`src/rtl/rv32i_lsu_pkg.sv`:
```
// Shared definitions for the RV32I load/store unit.
// Contents: FSM state enum, response error-code enum, funct3 width codes,
// and small decode helpers (legality, alignment, byte enables, store lanes).
package rv32i_lsu_pkg;

    typedef enum logic [1:0] {
        IDLE       = 2'd0,
        LOAD_WAIT  = 2'd1,
        STORE_WAIT = 2'd2,
        RESP       = 2'd3
    } lsu_state_e;

    typedef enum logic [1:0] {
        ERR_NONE     = 2'b00,
        ERR_MISALIGN = 2'b01,
        ERR_TIMEOUT  = 2'b10,
        ERR_ILLEGAL  = 2'b11
    } lsu_err_e;

    localparam logic [2:0] F3_B  = 3'b000;
    localparam logic [2:0] F3_H  = 3'b001;
    localparam logic [2:0] F3_W  = 3'b010;
    localparam logic [2:0] F3_BU = 3'b100;
    localparam logic [2:0] F3_HU = 3'b101;

    // Stores only have signed widths; the unsigned codes are load-only.
    function automatic logic f3_legal(input logic we, input logic [2:0] f3);
        logic ok;
        case (f3)
            F3_B, F3_H, F3_W: ok = 1'b1;
            F3_BU, F3_HU:     ok = ~we;
            default:          ok = 1'b0;
        endcase
        return ok;
    endfunction

    function automatic logic f3_misaligned(input logic [2:0] f3, input logic [1:0] a);
        logic mis;
        case (f3)
            F3_H, F3_HU: mis = a[0];
            F3_W:        mis = (a != 2'b00);
            default:     mis = 1'b0;
        endcase
        return mis;
    endfunction

    function automatic logic [3:0] byte_enable(input logic [2:0] f3, input logic [1:0] a);
        logic [3:0] be;
        case (f3)
            F3_B, F3_BU: be = 4'b0001 << a;
            F3_H, F3_HU: be = 4'b0011 << a;
            F3_W:        be = 4'b1111;
            default:     be = 4'b0000;
        endcase
        return be;
    endfunction

    // Replicating the low byte/half fills every lane, so the enabled lane
    // always carries the data regardless of the address offset.
    function automatic logic [31:0] store_lanes(input logic [2:0] f3, input logic [31:0] d);
        logic [31:0] w;
        case (f3)
            F3_B:    w = {4{d[7:0]}};
            F3_H:    w = {2{d[15:0]}};
            default: w = d;
        endcase
        return w;
    endfunction

endpackage

```
`src/rtl/rv32i_lsu_load_align.sv`:
```
// Load data alignment: selects the addressed byte/half lane of the raw
// memory word and sign- or zero-extends it according to funct3.
// Ports: funct3_i (width code), addr_lo_i (byte offset), rdata_i (raw word),
//        data_o (extended result). Purely combinational.
module rv32i_lsu_load_align
    import rv32i_lsu_pkg::*;
(
    input  logic [2:0]  funct3_i,
    input  logic [1:0]  addr_lo_i,
    input  logic [31:0] rdata_i,
    output logic [31:0] data_o
);

    logic [31:0] shifted_s;

    // Bring the addressed lane down to bit 0; word loads have offset 0.
    assign shifted_s = rdata_i >> {addr_lo_i, 3'b000};

    // Extend the selected lane to 32 bits
    always_comb begin
        data_o = 32'd0;
        case (funct3_i)
            F3_B:    data_o = {{24{shifted_s[7]}}, shifted_s[7:0]};
            F3_H:    data_o = {{16{shifted_s[15]}}, shifted_s[15:0]};
            F3_W:    data_o = shifted_s;
            F3_BU:   data_o = {24'd0, shifted_s[7:0]};
            F3_HU:   data_o = {16'd0, shifted_s[15:0]};
            default: data_o = 32'd0;
        endcase
    end

endmodule

```
`src/rtl/rv32i_lsu.sv`:
```
// RV32I load/store unit: accepts one operation at a time from the pipeline,
// issues a single-cycle memory request, waits for the matching completion
// and returns an extended/error-tagged response.
// Ports: clk_i, rst_ni (synchronous, active-low); op_* (operation handshake);
//        mem_* (request outputs, rvalid/rdata/wack completions);
//        rsp_* (response handshake, data, error flag and code).
// Optional feature: define RV32I_LSU_TIMEOUT_EN to abort a wait after
// TIMEOUT_CYCLES cycles with error code 10; otherwise waits are unbounded.
module rv32i_lsu
    import rv32i_lsu_pkg::*;
#(
    parameter int unsigned TIMEOUT_CYCLES = 32
) (
    input  logic        clk_i,
    input  logic        rst_ni,
    input  logic        op_valid_i,
    output logic        op_ready_o,
    input  logic        op_we_i,
    input  logic [2:0]  op_funct3_i,
    input  logic [31:0] op_addr_i,
    input  logic [31:0] op_wdata_i,
    output logic        mem_req_o,
    output logic        mem_we_o,
    output logic [3:0]  mem_be_o,
    output logic [31:0] mem_addr_o,
    output logic [31:0] mem_wdata_o,
    input  logic        mem_rvalid_i,
    input  logic [31:0] mem_rdata_i,
    input  logic        mem_wack_i,
    output logic        rsp_valid_o,
    input  logic        rsp_ready_i,
    output logic [31:0] rsp_rdata_o,
    output logic        rsp_err_o,
    output logic [1:0]  rsp_err_code_o
);

    if ((TIMEOUT_CYCLES < 32'd2) || (TIMEOUT_CYCLES > 32'd255)) begin : g_bad_timeout
        $error("rv32i_lsu: TIMEOUT_CYCLES must be within 2..255");
    end

    lsu_state_e  state_r, state_s;
    logic        op_ready_r, op_ready_s;
    logic        mem_req_r, mem_req_s;
    logic        mem_we_r, mem_we_s;
    logic [3:0]  mem_be_r, mem_be_s;
    logic [31:0] mem_addr_r, mem_addr_s;
    logic [31:0] mem_wdata_r, mem_wdata_s;
    logic        rsp_valid_r, rsp_valid_s;
    logic [31:0] rsp_rdata_r, rsp_rdata_s;
    logic        rsp_err_r, rsp_err_s;
    lsu_err_e    rsp_err_code_r, rsp_err_code_s;
    logic [2:0]  op_funct3_r, op_funct3_s;
    logic [1:0]  op_addr_lo_r, op_addr_lo_s;
    logic [31:0] load_data_s;
    logic        timeout_s;

    rv32i_lsu_load_align u_load_align (
        .funct3_i  (op_funct3_r),
        .addr_lo_i (op_addr_lo_r),
        .rdata_i   (mem_rdata_i),
        .data_o    (load_data_s)
    );

`ifdef RV32I_LSU_TIMEOUT_EN
    logic [7:0] tmo_cnt_r;

    // Count cycles spent waiting for a completion; cleared in any other state
    always_ff @(posedge clk_i) begin
        if (!rst_ni) begin
            tmo_cnt_r <= 8'd0;
        end else if ((state_r == LOAD_WAIT) || (state_r == STORE_WAIT)) begin
            tmo_cnt_r <= tmo_cnt_r + 8'd1;
        end else begin
            tmo_cnt_r <= 8'd0;
        end
    end

    // Counter is 0 in the first wait cycle, so TIMEOUT_CYCLES-1 marks the last one.
    assign timeout_s = (tmo_cnt_r == 8'(TIMEOUT_CYCLES - 32'd1));
`else
    assign timeout_s = 1'b0;
`endif

    // Next-state and next-output decode
    always_comb begin
        state_s        = state_r;
        mem_req_s      = 1'b0;
        mem_we_s       = mem_we_r;
        mem_be_s       = mem_be_r;
        mem_addr_s     = mem_addr_r;
        mem_wdata_s    = mem_wdata_r;
        rsp_valid_s    = rsp_valid_r;
        rsp_rdata_s    = rsp_rdata_r;
        rsp_err_s      = rsp_err_r;
        rsp_err_code_s = rsp_err_code_r;
        op_funct3_s    = op_funct3_r;
        op_addr_lo_s   = op_addr_lo_r;
        case (state_r)
            IDLE: begin
                if (op_valid_i) begin
                    op_funct3_s  = op_funct3_i;
                    op_addr_lo_s = op_addr_i[1:0];
                    if (!f3_legal(op_we_i, op_funct3_i)) begin
                        state_s        = RESP;
                        rsp_valid_s    = 1'b1;
                        rsp_rdata_s    = 32'd0;
                        rsp_err_s      = 1'b1;
                        rsp_err_code_s = ERR_ILLEGAL;
                    end else if (f3_misaligned(op_funct3_i, op_addr_i[1:0])) begin
                        state_s        = RESP;
                        rsp_valid_s    = 1'b1;
                        rsp_rdata_s    = 32'd0;
                        rsp_err_s      = 1'b1;
                        rsp_err_code_s = ERR_MISALIGN;
                    end else begin
                        state_s     = op_we_i ? STORE_WAIT : LOAD_WAIT;
                        mem_req_s   = 1'b1;
                        mem_we_s    = op_we_i;
                        mem_be_s    = byte_enable(op_funct3_i, op_addr_i[1:0]);
                        mem_addr_s  = {op_addr_i[31:2], 2'b00};
                        mem_wdata_s = store_lanes(op_funct3_i, op_wdata_i);
                    end
                end else begin
                    state_s = IDLE;
                end
            end
            LOAD_WAIT: begin
                // A real completion wins over a timeout in the same cycle.
                if (mem_rvalid_i) begin
                    state_s        = RESP;
                    rsp_valid_s    = 1'b1;
                    rsp_rdata_s    = load_data_s;
                    rsp_err_s      = 1'b0;
                    rsp_err_code_s = ERR_NONE;
                end else if (timeout_s) begin
                    state_s        = RESP;
                    rsp_valid_s    = 1'b1;
                    rsp_rdata_s    = 32'd0;
                    rsp_err_s      = 1'b1;
                    rsp_err_code_s = ERR_TIMEOUT;
                end else begin
                    state_s = LOAD_WAIT;
                end
            end
            STORE_WAIT: begin
                if (mem_wack_i) begin
                    state_s        = RESP;
                    rsp_valid_s    = 1'b1;
                    rsp_rdata_s    = 32'd0;
                    rsp_err_s      = 1'b0;
                    rsp_err_code_s = ERR_NONE;
                end else if (timeout_s) begin
                    state_s        = RESP;
                    rsp_valid_s    = 1'b1;
                    rsp_rdata_s    = 32'd0;
                    rsp_err_s      = 1'b1;
                    rsp_err_code_s = ERR_TIMEOUT;
                end else begin
                    state_s = STORE_WAIT;
                end
            end
            RESP: begin
                if (rsp_ready_i) begin
                    state_s     = IDLE;
                    rsp_valid_s = 1'b0;
                end else begin
                    state_s = RESP;
                end
            end
            default: begin
                state_s     = IDLE;
                rsp_valid_s = 1'b0;
            end
        endcase
        op_ready_s = (state_s == IDLE);
    end

    // State and registered outputs
    always_ff @(posedge clk_i) begin
        if (!rst_ni) begin
            state_r        <= IDLE;
            op_ready_r     <= 1'b1;
            mem_req_r      <= 1'b0;
            mem_we_r       <= 1'b0;
            mem_be_r       <= 4'd0;
            mem_addr_r     <= 32'd0;
            mem_wdata_r    <= 32'd0;
            rsp_valid_r    <= 1'b0;
            rsp_rdata_r    <= 32'd0;
            rsp_err_r      <= 1'b0;
            rsp_err_code_r <= ERR_NONE;
            op_funct3_r    <= 3'd0;
            op_addr_lo_r   <= 2'd0;
        end else begin
            state_r        <= state_s;
            op_ready_r     <= op_ready_s;
            mem_req_r      <= mem_req_s;
            mem_we_r       <= mem_we_s;
            mem_be_r       <= mem_be_s;
            mem_addr_r     <= mem_addr_s;
            mem_wdata_r    <= mem_wdata_s;
            rsp_valid_r    <= rsp_valid_s;
            rsp_rdata_r    <= rsp_rdata_s;
            rsp_err_r      <= rsp_err_s;
            rsp_err_code_r <= rsp_err_code_s;
            op_funct3_r    <= op_funct3_s;
            op_addr_lo_r   <= op_addr_lo_s;
        end
    end

    assign op_ready_o     = op_ready_r;
    assign mem_req_o      = mem_req_r;
    assign mem_we_o       = mem_we_r;
    assign mem_be_o       = mem_be_r;
    assign mem_addr_o     = mem_addr_r;
    assign mem_wdata_o    = mem_wdata_r;
    assign rsp_valid_o    = rsp_valid_r;
    assign rsp_rdata_o    = rsp_rdata_r;
    assign rsp_err_o      = rsp_err_r;
    assign rsp_err_code_o = rsp_err_code_r;

endmodule

```
`config.mk`:
```
export PLATFORM = sky130hd
export DESIGN_NAME = rv32i_lsu
export DESIGN_NICKNAME = d
export VERILOG_FILES = /design/src/rtl/rv32i_lsu_pkg.sv /design/src/rtl/rv32i_lsu_load_align.sv /design/src/rtl/rv32i_lsu.sv
export SDC_FILE = /design/constraint.sdc
export NUM_CORES = 1
export LEC_CHECK = 0
export BUFFER_PORTS_ARGS = -buffer_cell sky130_fd_sc_hd__buf_2
export CORE_MARGIN = 2
export CORE_UTILIZATION = 41
export CTS_CLUSTER_DIAMETER = 200
export DETAILED_ROUTE_END_ITERATION = 6
export PLACE_DENSITY = 0.7
export REMOVE_ABC_BUFFERS = 1
export SYNTH_ARGS = -nofsm -noshare
export SYNTH_HDL_FRONTEND = slang
export SYNTH_SLANG_ARGS = --single-unit
```
`constraint.sdc`:
```
create_clock -name clk_i -period 3.7 [get_ports clk_i]
set_clock_uncertainty 0.2 [all_clocks]
set_input_delay 0.555 -clock clk_i [delete_from_list [all_inputs] [get_ports clk_i]]
set_output_delay 0.555 -clock clk_i [all_outputs]
set_load 0.02 [all_outputs]
```
==> Word level (Yosys, flattened, before mapping) <==
Index checks and enable logic that the tools add are counted.
{ "word_totals": {"output_inout_bits": 107, "word_cells": 90, "register_bits": 112} }
{ "classes": {"mux": 41, "eq_ne": 16, "n_shift": 3, "n_reduce_logical": 15, "bitwise": 2} }
{ "op_table": {"columns": ["cell", "n"], "rows": [
  ["$mux 32", 5],
  ["$pmux 32 s5", 1],
  ["$pmux 32 s3", 1],
  ["$pmux 32 s2", 1],
  ["$shr 32x5->32", 1],
  ["$mux 2", 11],
  ["$mux 1", 15],
  ["$eq 3x3->1 const B", 4],
  ["$pmux 4 s3", 1],
  ["$reduce_and 5->1", 2],
  ["$ne 2x2->1 const B", 4],
  ["$pmux 2 s4", 1],
  ["$reduce_and 4->1", 2],
  ["$eq 3x1->1 const B", 2],
  ["$eq 3x2->1 const B", 2],
  ["$logic_not 3->1", 2],
  ["$pmux 2 s3", 1],
  ["$reduce_or 2->1", 3],
  ["$eq 2x2->1 const B", 2],
  ["$logic_not 2->1", 2],
  ["$pmux 1 s2", 2],
  ["$pmux 1 s4", 1],
  ["$shl 1x2->4 const A", 1],
  ["$shl 2x2->4 const A", 1],
  ["8 further kinds", 9]
]} }

==> Depth between registers and ports, before layout <==
Gate-level depths: netlist of run 1.
{ "logic_depth": {"word_depth": 13, "mapped_depth": 10, "mapped_depth_nobuf": 7} }

==> Cells and area by module <==
A second synthesis of run 1 with hierarchy kept.
{ "hier_totals": {"hier_cells": 678, "hier_area_um2": 5452.7} }
{ "modules_own_cells": {"columns": ["module", "n_inst", "seq_area_each_um2", "area_each_um2", "cells_each"], "rows": [
  ["rv32i_lsu", 1, 2222.1, 4649.5, 569],
  ["rv32i_lsu_load_align", 1, 0.0, 803.3, 109]
]} }

==> Least setup slack after synthesis of run 1 <==
OpenSTA, ideal clock, no wires.
{ "synth_path": {"path_type": "input port to flip-flop", "start": "in op_funct3_i[0]", "end": "reg mem_be_r[2], in the netlist mem_be_o[2]", "t_required_ps": 3368, "stages": 8, "slack_ps": 1392, "n_path_buf": 3, "t_arrival_ps": 1976, "cell_sequence": "clkbuf_1 > or4_1 > and2_4 > or2_1 > buf_2 > buf_6 > nor3_1 > nor3_1"} }
{ "synth_via": {"elab_chain_len": 8, "elab_cells_between_ends": 19, "classes_between": "eq/ne (4); mux (8); bitwise (1); reduce/logical (6)"} }
{ "synth_lines": {"columns": ["element", "line_no", "source"], "rows": [
  ["start, declared", "rv32i_lsu.sv:19", "input logic [2:0] op_funct3_i,"],
  ["$eq 3x1->1 / $eq 3x3->1 (equally long branches)", "rv32i_lsu_pkg.sv:29, rv32i_lsu_pkg.sv:39, rv32i_lsu_pkg.sv:49", null],
  ["$reduce_or 2->1", "rv32i_lsu_pkg.sv:39, rv32i_lsu_pkg.sv:49", null],
  ["$pmux 1 s2", "rv32i_lsu_pkg.sv:39", "case (f3)"],
  ["$mux 1", "rv32i_lsu.sv:103", "if (!f3_legal(op_we_i, op_funct3_i)) begin"],
  ["$mux 1", "rv32i_lsu.sv:100", "if (op_valid_i) begin"],
  ["$mux 1", "rv32i_lsu.sv:98", "case (state_r)"],
  ["$not 1->1 (no line)", null, null],
  ["$reduce_and 4->1 (no line)", null, null],
  ["end signal, assigned", "rv32i_lsu.sv:199", "mem_be_r <= mem_be_s;"],
  ["end, declared", "rv32i_lsu.sv:45", "logic [3:0] mem_be_r, mem_be_s;"]
]} }
Parallel ways exist; a longest one is shown, timed or not. The select of a mux whose other input is x is not followed.
A chain may end at the register's enable or synchronous reset.

==> Final worst setup path of run 1 <==
{ "layout_path": {"start": "in op_funct3_i[2]", "end": "reg rsp_rdata_r[19], in the netlist rsp_rdata_o[19]"} }
{ "layout_via": {"elab_chain_len": 8, "elab_cells_between_ends": 20, "classes_between": "eq/ne (5); mux (10); reduce/logical (5)"} }
{ "layout_lines": {"columns": ["element", "line_no", "source"], "rows": [
  ["$eq 3x1->1, or another cell as far along", "rv32i_lsu_pkg.sv:29, rv32i_lsu_pkg.sv:39", null],
  ["$reduce_or 2->1, or another cell as far along", "rv32i_lsu_pkg.sv:39", null],
  ["$pmux 1 s2, on equally long branches", "rv32i_lsu_pkg.sv:39, rv32i_lsu_pkg.sv:29", null],
  ["$mux 1, on equally long branches", "rv32i_lsu.sv:103, rv32i_lsu.sv:100", null],
  ["$mux 1, on equally long branches", "rv32i_lsu.sv:100, rv32i_lsu.sv:98", null],
  ["$mux 1 / $mux 32 (equally long branches)", "rv32i_lsu.sv:98, rv32i_lsu.sv:103", null],
  ["$ne 3x3->1 (no line) / $mux 32 (equally long branches)", null, null],
  ["$reduce_and 5->1 (no line) / $pmux 32 s3 (equally long branches)", null, null],
  ["end signal, assigned", "rv32i_lsu.sv:203", "rsp_rdata_r <= rsp_rdata_s;"],
  ["end, declared", "rv32i_lsu.sv:49", "logic [31:0] rsp_rdata_r, rsp_rdata_s;"]
]} }
Parallel ways exist; a longest one is shown, timed or not. The select of a mux whose other input is x is not followed.

==> flow_metrics.py, run 1 <==
metrics = {
    "floorplan": {
        "rows": 40,
        "start_util_pct": 41.8,
        "die_height_um": 114,
        "coreArea_mm2": 0.0119,
        "die_w_um": 114,
        "dieArea_mm2": 0.0130,
        "io_pins": 213,
    },
    "critical_path": {
        "rrSetupSlack_ps": 1150,
        "r2r-start": "state_r[0]",
        "rr_worst_depth": 7,
        "slowest_delay_ps": 740,
        "regToRegEndpoint": "rsp_rdata_o[19]",
        "path_class": "in2reg",
        "required_ps": 3800,
        "path_cells": "buf_2 > or4_1 > a41oi_1 > nor2_1 > nor2_2 > a22o_1",
        "worst-path-max-fanout": 24,
        "cp-end-kind": "flip-flop",
        "slowest_stage": "nor2_2",
        "arrival_ps": 2700,
        "worstSetupStartpointType": "input port",
        "cp-startpoint": "op_funct3_i[2]",
        "endpoint": "rsp_rdata_o[19]",
    },
    "worst_hold_path": {
        "hp-class": "in2reg",
    },
    "power_and_ir_drop": {
        "design_power_total_mw": 3.27,
        "powerDensity_mw_per_mm2": 518,
        "ir_drop_mv": 0.339,
        "leakagePower_nw": 2.75,
    },
    "clock_network": {
        "clk_latency_ps": 350,
        "postCtsHoldBufs": 0,
        "postCtsSetupBuffers": 0,
        "clock_path_buffers": 2,
        "path_clk_slew_ps": 70,
        "cts_resized": 0,
        "cts_tree": "yes",
        "numClockSinks": 111,
        "numCtsBuffers": 9,
        "cts_max_level": 3,
        "root_buffer": "clkbuf_16",
    },
    "placement": {
        "portBuffers": 210,
        "place_congestion": 0.877,
        "dpl_cell_area_mm2": 0.00604,
        "dp_cells": 918,
        "place_ws_ps": 776,
        "dpl.hpwl_um": 10100,
    },
    "routing": {
        "post_drt_wl_per_cell_um": 15.2,
        "via_per_inst": 5.32,
        "routed_wl_um": 14200,
        "ant_nets": 0,
        "vias": 4965,
        "drtPass1Iterations": 4,
        "drtIter0Drc": 291,
        "drc": 0,
    },
    "synth": {
        "ys.warnings.count": 0,
        "synth_area_mm2": 0.00498,
        "netlist_instances": 605,
        "synth_edf_count": 0,
        "synth_cell_type_count": 46,
        "async_flop_share_pct": 0,
        "ys_seq_elements": 111,
        "synth-main-ff-cell": "dfxtp_1",
        "yosysSeqAreaShare_pct": 44.6,
        "syn_area_per_cell_um2": 8.23,
    },
    "timing": {
        "fin_crit_ps": 2600,
        "fmax_mhz": 384,
        "fin_setup_tns_ps": 0,
        "setup_violations": 0,
        "relSlewSlack_pct": 32.8,
        "whs_ps": 235,
        "grt_setup_unrepaired": "no",
        "finalMaxSlewViolations": 0,
        "fin_ws_ps": 1100,
        "tightest_slew_ps": 1010,
        "period_share_pct": 70.4,
        "finalHoldViolCount": 0,
    },
    "global_routing": {
        "gr-usage-all-layers_pct": 21.2,
        "grt_pass1_vias": 4658,
        "globalRouteOverflowTotal": 0,
        "grt_pass1_wl_um": 22300,
        "antenna_found_initial": 0,
        "grt_start_max_net_pins": 84,
    },
    "final_layout": {
        "final_util_pct": 53.0,
        "nFillCells": 1112,
        "multi_input_area_mm2": 0.00249,
        "final_cells": 933,
        "nets": 893,
        "fin_area_mm2": 0.00632,
        "seq_area_mm2": 0.00222,
        "drive_above_1_share_pct": 30.5,
        "diodes": 0,
        "area_growth_pct": 26.9,
    },
    "outcome": {
        "outcome": "complete, no violations",
    },
    "run": {
        "cap_violations": 0,
    },
}
critical path, delay by kind of cell:
kind                   cells  cell delay (ps)
buffers and inverters      1              190
AOI/OAI and AO/OA          2              550
and+or+nand+nor            3             1390
placed cells by master (no fill, tap or decap), types with 3 or more instances in the layout:
cell type / n
a211oi_1: 10
a21oi_1: 72
a22o_1: 8
a311oi_1: 8
buf_2: 210
buf_4: 5
clkbuf_16: 9
dfxtp_1: 111
ha_1: 5
inv_1: 7
mux2_2: 3
mux2i_1: 43
nand2_1: 140
nand3_1: 6
nand4_1: 7
nor2_1: 35
nor3_1: 11
o211ai_1: 9
o21ai_0: 34
o2bb2ai_1: 16
flip-flops by register name, indices dropped and copies added, names as in the netlist, 2 cells and up:
register / flops
state_r: 2
mem_addr_o: 30
mem_be_o: 4
op_funct3_r: 3
mem_wdata_o: 32
rsp_err_code_o: 2
rsp_rdata_o: 32
op_addr_lo_r: 2
cell usage after synthesis, types with 2 or more instances:
library cell,n,area (µm²)
buf_1,2,7.51
mux2_2,3,33.8
nor3_1,11,55.1
o21ai_0,34,170
nand3_1,6,30.0
nand2_1,140,526
a311oi_1,8,70.1
mux2i_1,43,430
a211oi_1,10,75.1
o211ai_1,9,67.6
inv_1,8,30.0
a221o_1,2,20.0
dfxtp_1,111,2220
o2bb2ai_1,16,140
buf_2,19,95.1
a21oi_1,72,360
nor2_1,36,135
a221oi_1,2,17.5
nor2b_1,2,12.5
nand4_1,7,43.8
buf_4,6,45.0
clkbuf_1,23,86.3
a22o_1,8,70.1
ha_1,5,62.6
power breakdown:
group	leakage (nW)	switching, mW	total [mW]	internal [mW]
sequential	0.902	0.0691	1.38	1.31
clock	0.135	0.426	0.946	0.520
combinational	1.71	0.613	0.943	0.330
final cells by class:
cell class | count | share of cell area, %
inverters | 8 | 0.475
clock inverters | 4 | 0.753
multi-input cells | 436 | 39.4
repair buffers | 216 | 17.6
flip-flops and latches | 111 | 35.2
clock buffers | 11 | 3.68
well taps | 147 | 2.91
logic make-up after synthesis:
logic type / count (synthesis) / synth area share (%)
simple gates: 214 / 17.9
compound gates: 168 / 21.0
flops: 111 / 44.6
buf+inv: 59 / 5.53
mux: 46 / 9.33
fa+ha+maj: 5 / 1.26
other cells: 1 / 0.0753
xor+xnor: 1 / 0.176
routing by layer:
layer  GRT usage (%)  vias to the layer above  wire length, µm
met3            7.46                       31             1410
li1                -                     2457                -
met5               0                        -                0
met1            25.9                     2280             6050
met4            10.5                        0              428
met2            33.4                      197             6280
how the worst min path moves through the flow:
stage	cells after the start	start	slack (ps)	endpoint
CTS	3	op_addr_i[8]	230	mem_addr_o[8]
detailed placement	2	mem_addr_o[8]	250	mem_addr_o[8]
global placement	2	mem_addr_o[12]	240	mem_addr_o[12]
global route	3	op_addr_i[22]	230	mem_addr_o[22]
finish	3	op_addr_i[9]	230	mem_addr_o[9]
floorplan	2	op_funct3_r[2]	280	op_funct3_r[2]
Note: power is estimated with default switching activity, not from simulation.
==> inputs of run 2 (changes only) <==
--- a/config.mk
+++ b/config.mk
@@ -5,12 +5,13 @@
 export SDC_FILE = /design/constraint.sdc
 export NUM_CORES = 1
 export LEC_CHECK = 0
+export ABC_AREA = 1
 export BUFFER_PORTS_ARGS = -buffer_cell sky130_fd_sc_hd__buf_2
 export CORE_MARGIN = 2
 export CORE_UTILIZATION = 41
 export CTS_CLUSTER_DIAMETER = 200
 export DETAILED_ROUTE_END_ITERATION = 6
-export PLACE_DENSITY = 0.7
+export PLACE_DENSITY = 0.72
 export REMOVE_ABC_BUFFERS = 1
 export SYNTH_ARGS = -nofsm -noshare
 export SYNTH_HDL_FRONTEND = slang
==> constraint.sdc (replaced) <==
create_clock -name clk_i -period 2.2 [get_ports clk_i]
set_clock_uncertainty 0.2 [all_clocks]
set_input_delay 0.33 -clock clk_i [delete_from_list [all_inputs] [get_ports clk_i]]
set_output_delay 0.33 -clock clk_i [all_outputs]
set_load 0.02 [all_outputs]
==> run 2 against run 1 <==
Net effect: worst hold slack worse by 230 ps; via count up 16%; total power up 64%; register-to-register slack worse by 900 ps.
==> flow_metrics.py, run 2 <==
metrics = {
    "routing": {
        "drtIter0Drc": 355,
        "routed_wl_um": 16100,
        "via_per_inst": 4.96,
        "drc": 0,
        "post_drt_wl_per_cell_um": 13.8,
        "vias": 5762,
        "ant_nets": 0,
        "drtPass1Iterations": 5,
    },
    "timing": {
        "fmax_mhz": 512,
        "fin_setup_tns_ps": 0,
        "tightest_slew_ps": 645,
        "finalMaxSlewViolations": 0,
        "relSlewSlack_pct": 57.0,
        "period_share_pct": 88.8,
        "setup_violations": 0,
        "fin_ws_ps": 246,
        "finalHoldViolCount": 0,
        "grt_setup_unrepaired": "no",
        "fin_crit_ps": 1950,
    },
    "placement": {
        "dpl.hpwl_um": 11700,
        "place_ws_ps": 152,
        "portBuffers": 210,
        "place_congestion": 0.872,
    },
    "critical_path": {
        "required_ps": 2230,
        "worst-path-max-fanout": 24,
        "path_class": "reg2reg",
        "cp-end-kind": "flip-flop",
        "slowest_delay_ps": 340,
        "arrival_ps": 1980,
        "path_cells": "buf_4 > inv_2 > nand3_1 > nand3_1 > buf_4 > nand3_1 > nand2_1 > nor2_1 > nor2_1 > nor2_1",
        "worstSetupStartpointType": "flip-flop",
        "slowest_stage": "dfxtp_1",
    },
    "global_routing": {
        "grt_pass1_vias": 5102,
        "antenna_found_initial": 3,
        "grt_pass1_wl_um": 25500,
        "globalRouteOverflowTotal": 0,
        "grt_start_max_net_pins": 56,
        "gr-usage-all-layers_pct": 22.6,
    },
    "synth": {
        "synth_most_common_cell": "nand2_1",
        "synth_area_mm2": 0.00536,
        "syn_area_per_cell_um2": 6.75,
        "yosysSeqAreaShare_pct": 41.4,
        "synthMuxAreaShare_pct": 1.49,
        "yosys-top-cells-count": "nand2_1 (159), nor2_1 (158), dfxtp_1 (111)",
        "synth.area.top_cells": "dfxtp_1 (41%), nand2_1 (11%), nor2_1 (11%)",
        "synth_xor_area_share_pct": 0,
        "synth_top_family_by_area": "simple AND/OR/NAND/NOR gates",
        "synthSimpleGateAreaFrac_pct": 29.8,
        "async_flop_share_pct": 0,
        "synth_edf_count": 0,
        "synth_compound_area_share_pct": 16.8,
        "netlist_instances": 794,
        "synth_cell_type_count": 32,
        "synth-main-ff-cell": "dfxtp_1",
        "synthAdderAreaFrac_pct": 1.17,
        "ys_seq_elements": 111,
        "ys.warnings.count": 0,
        "synth_top_area_cell": "dfxtp_1",
        "synth_top_cell_area_share_pct": 41.4,
    },
    "power_and_ir_drop": {
        "leakagePower_nw": 3.41,
        "ir_drop_mv": 0.520,
        "power_frac_clock_pct": 32.2,
        "power_frac_seq_pct": 41.6,
        "p_int_mw": 3.56,
        "pwr-share-comb_pct": 26.1,
        "p_sw_share_pct": 33.8,
        "powerDensity_mw_per_mm2": 783,
        "p_sw_mw": 1.82,
    },
    "final_layout": {
        "nFillCells": 1322,
        "nets": 1094,
        "final_common_cell": "buf_2",
        "drive_above_1_share_pct": 27.5,
        "area_growth_pct": 28.0,
        "mostFrequentLayoutCells": "buf_2 (210), nand2_1 (158), nor2_1 (157)",
    },
    "clock_network": {
        "postCtsSetupBuffers": 0,
        "root_buffer": "clkbuf_16",
        "cts_tree": "yes",
        "path_clk_slew_ps": 80,
        "clock_path_buffers": 2,
        "numClockSinks": 111,
        "cts_max_level": 3,
        "clk_latency_ps": 360,
        "numCtsBuffers": 9,
    },
    "floorplan": {
        "io_pins": 213,
        "die_height_um": 118,
        "coreArea_mm2": 0.0127,
        "start_util_pct": 42.3,
        "dieArea_mm2": 0.0140,
        "die_w_um": 118,
        "rows": 41,
    },
    "run": {
        "cap_violations": 0,
    },
    "outcome": {
        "outcome": "complete, no violations",
    },
    "worst_hold_path": {
        "hp-class": "in2reg",
    },
}
[run 2: layout make-up]
| class | instances | area (µm²) | share of cell area [%] |
|---|---|---|---|
| antenna | 1 | 2.50 | 0.0365 |
| clock buffer | 9 | 225 | 3.28 |
| clock inverter | 7 | 88.8 | 1.29 |
| inverter | 59 | 224 | 3.26 |
| multi-input combinational | 574 | 2660 | 38.8 |
| sequential | 111 | 2220 | 32.4 |
| tap | 172 | 215 | 3.14 |
| timing repair buffer | 228 | 1220 | 17.8 |
[run 2: cell families (layout without fill, tap and decap cells)]
group | count (synthesis) | in the layout
other | 1 | 3
adders and majority gates | 5 | 5
DFF | 111 | 111
AOI/OAI and AO/OA | 172 | 172
and+or+nand+nor | 387 | 387
muxes | 8 | 8
buffers and inverters | 110 | 303
[run 2: critical path: cells and delay by family, from the launching register on]
family | cells | cell delay (ps)
and+or+nand+nor | 7 | 630
DFF | 1 | 340
buffers and inverters | 3 | 640
[run 2: path summary, 6_finish.rpt]
check / slack [ps] / startpoint / depth (start not counted) / to
min reg2reg: 260 / rsp_err_code_o[1] / 2 / rsp_err_code_o[1]
max reg2reg: 250 / op_addr_lo_r[1] / 10 / rsp_rdata_o[16]
min: 10 / op_addr_i[12] / 3 / mem_addr_o[12]
max: 250 / op_addr_lo_r[1] / 10 / rsp_rdata_o[16]
[run 2: timing repair]
action	CTS	global route
resized for setup	0	4
hold buffers	0	0
setup endpoints to repair	0	19
[run 2: metal layers]
layer | routed length (µm) | share of wire (%) | GRT usage [%]
met1 | 6710 | 42 | 27.1
met2 | 7590 | 47 | 37.8
met3 | 1500 | 9.4 | 7.77
met4 | 241 | 1.5 | 7.30
met5 | 11 | 0.069 | 0
[run 2: metrics by stage]
step / instances / util, % / total power [mW] / instance area, µm² / hold WS (ps)
floorplan: 744 / - / 3.13 / 5090 / 199
global placement: 1144 / 51.5 / 3.67 / 6530 / 252
detailed placement: 1144 / 51.5 / 3.68 / 6530 / 257
CTS: 1160 / 54.0 / 5.41 / 6850 / 1.23
global route: 1161 / 54.2 / 5.68 / 6860 / 14.3
finish: 1161 / 54.2 / 5.38 / 6860 / 9.64
[run 2: power by group through the flow]
stage	Sequential, mW	Clock, mW	Combinational (mW)
floorplan	2.48	0	0.656
global placement	2.28	0	1.39
detailed placement	2.28	0	1.40
CTS	2.24	1.77	1.41
global route	2.26	1.85	1.56
finish	2.24	1.73	1.41
==> inputs of run 3 (changes only) <==
--- a/config.mk
+++ b/config.mk
@@ -8,10 +8,10 @@
 export ABC_AREA = 1
 export BUFFER_PORTS_ARGS = -buffer_cell sky130_fd_sc_hd__buf_2
 export CORE_MARGIN = 2
-export CORE_UTILIZATION = 41
+export CORE_UTILIZATION = 44
 export CTS_CLUSTER_DIAMETER = 200
 export DETAILED_ROUTE_END_ITERATION = 6
-export PLACE_DENSITY = 0.72
+export PLACE_DENSITY = 0.76
 export REMOVE_ABC_BUFFERS = 1
 export SYNTH_ARGS = -nofsm -noshare
 export SYNTH_HDL_FRONTEND = slang
==> run 3 against run 2 <==
Net effect: via count decreased by 0.64%; combinational power is essentially flat; first-iteration DRC count fell by 30%; largest power group unchanged; global-route usage rose by 0.81 points; wire length is 4.3% lower; register-to-register slack worse by 40 ps; cell count down 2.1%.
==> flow_metrics.py, run 3 (synthesis results as in run 2) <==
metrics = {
    "floorplan": {
        "io_pins": 213,
        "coreArea_mm2": 0.0120,
        "dieArea_mm2": 0.0131,
        "rows": 40,
        "start_util_pct": 44.8,
        "die_w_um": 114,
        "die_height_um": 114,
    },
    "clock_network": {
        "clock_path_buffers": 2,
        "clk_latency_ps": 360,
        "cts_tree": "yes",
        "root_buffer": "clkbuf_16",
        "postCtsSetupBuffers": 0,
        "cts_resized": 0,
        "postCtsHoldBufs": 0,
        "numClockSinks": 111,
        "path_clk_slew_ps": 80,
        "numCtsBuffers": 9,
        "cts_max_level": 3,
    },
    "timing": {
        "finalHoldViolCount": 0,
        "grt_setup_unrepaired": "no",
        "fmax_mhz": 501,
        "finalMaxSlewViolations": 0,
        "setup_violations": 0,
        "tightest_slew_ps": 605,
        "period_share_pct": 90.8,
        "fin_crit_ps": 2000,
        "fin_setup_tns_ps": 0,
        "relSlewSlack_pct": 59.6,
    },
    "critical_path": {
        "path_class": "reg2reg",
        "cp-end-kind": "flip-flop",
        "crit_top_cell": "nor2_1",
        "slowest_stage": "dfxtp_1",
        "slowest_delay_ps": 360,
        "critPathBufInv": 4,
        "worstSetupStartpointType": "flip-flop",
        "worst-path-max-fanout": 24,
        "required_ps": 2220,
        "path_delay_family": "buffers and inverters",
        "rrSetupSlack_ps": 200,
        "path_cells": "inv_1 > ha_1 > inv_1 > nor2_1 > a21oi_2 > nand3_4 > buf_6 > nand2_1 > clkinv_1 > nor2_1 > nor2_1",
        "arrival_ps": 2020,
    },
    "routing": {
        "post_drt_wl_per_cell_um": 13.5,
        "drtPass1Iterations": 5,
        "drc": 0,
        "vias": 5725,
        "via_per_inst": 5.04,
        "drtIter0Drc": 249,
        "routed_wl_um": 15400,
        "ant_nets": 0,
    },
    "placement": {
        "dpl.hpwl_um": 11200,
        "portBuffers": 210,
        "place_congestion": 0.861,
    },
    "run": {
        "cap_violations": 0,
    },
    "global_routing": {
        "globalRouteOverflowTotal": 0,
        "grt_start_max_net_pins": 94,
        "antenna_found_initial": 0,
        "grt_pass1_wl_um": 24300,
        "grt_pass1_vias": 5060,
        "gr-usage-all-layers_pct": 23.4,
    },
    "power_and_ir_drop": {
        "ir_drop_mv": 0.543,
        "design_power_total_mw": 5.36,
        "leakagePower_nw": 3.42,
        "powerDensity_mw_per_mm2": 786,
    },
    "final_layout": {
        "diodes": 0,
        "drive_above_1_share_pct": 27.5,
        "nets": 1096,
        "area_growth_pct": 27.1,
        "final_common_cell": "buf_2",
        "mostFrequentLayoutCells": "buf_2 (210), nand2_1 (159), nor2_1 (158)",
    },
    "worst_hold_path": {
        "hp-class": "in2reg",
    },
    "outcome": {
        "outcome": "complete, no violations",
    },
}
run 3: cell types whose count changed in the layout (fill, tap and decap cells not counted), sizes merged:
cell    delta
clkbuf     +1
inv        +1
clkinv     -2
buf        +2
diode      -1
run 3: final cells by class:
type | instances | area [µm²]
repair buffers | 230 | 1220
multi-input cells | 574 | 2660
fillers | 1176 | 5140
flip-flops and latches | 111 | 2220
clock buffers | 10 | 239
clock inverters | 6 | 72.6
inverters | 59 | 221
well taps | 147 | 184
run 3: worst min-delay path, stage by stage:
cell and delay [ps]:
buf_2 70, o21ai_0 70, nor2_1 70
run 3: layer usage:
metal  GRT usage, %  routed length (µm)  vias to the layer above
met3           6.41                1340                       21
met5              0                   0                        -
met1           29.2                6510                     2531
met2           38.7                7180                      220
li1               -                   -                     2953
met4           8.70                 338                        0
run 3: stage by stage:
step                area (µm²)  std cells  hold slack [ps]  setup slack [ps]  util (%)
finish                    6820       1137             16.6               203      57.0
global route              6820       1137             30.8              19.4      57.0
floorplan                 5090        744              199              -402         -
global placement          6490       1121              252               240      54.3
detailed placement        6490       1121              257               163      54.3
CTS                       6800       1137             8.01               113      56.9
run 3: worst paths after layout:
kind	from	endpoint	cells after the start
worst max register to register	state_r[1]	rsp_rdata_o[16]	11
worst max-delay path	state_r[1]	rsp_rdata_o[16]	11
worst min-delay path	op_addr_i[2]	mem_addr_o[2]	3
worst min register to register	rsp_rdata_o[0]	rsp_rdata_o[0]	2
run 3: report_power, final:
group / internal (mW) / leakage, nW / switching, mW
Combinational: 0.478 / 2.36 / 0.907
Sequential: 2.16 / 0.907 / 0.0787
Clock: 0.932 / 0.151 / 0.800
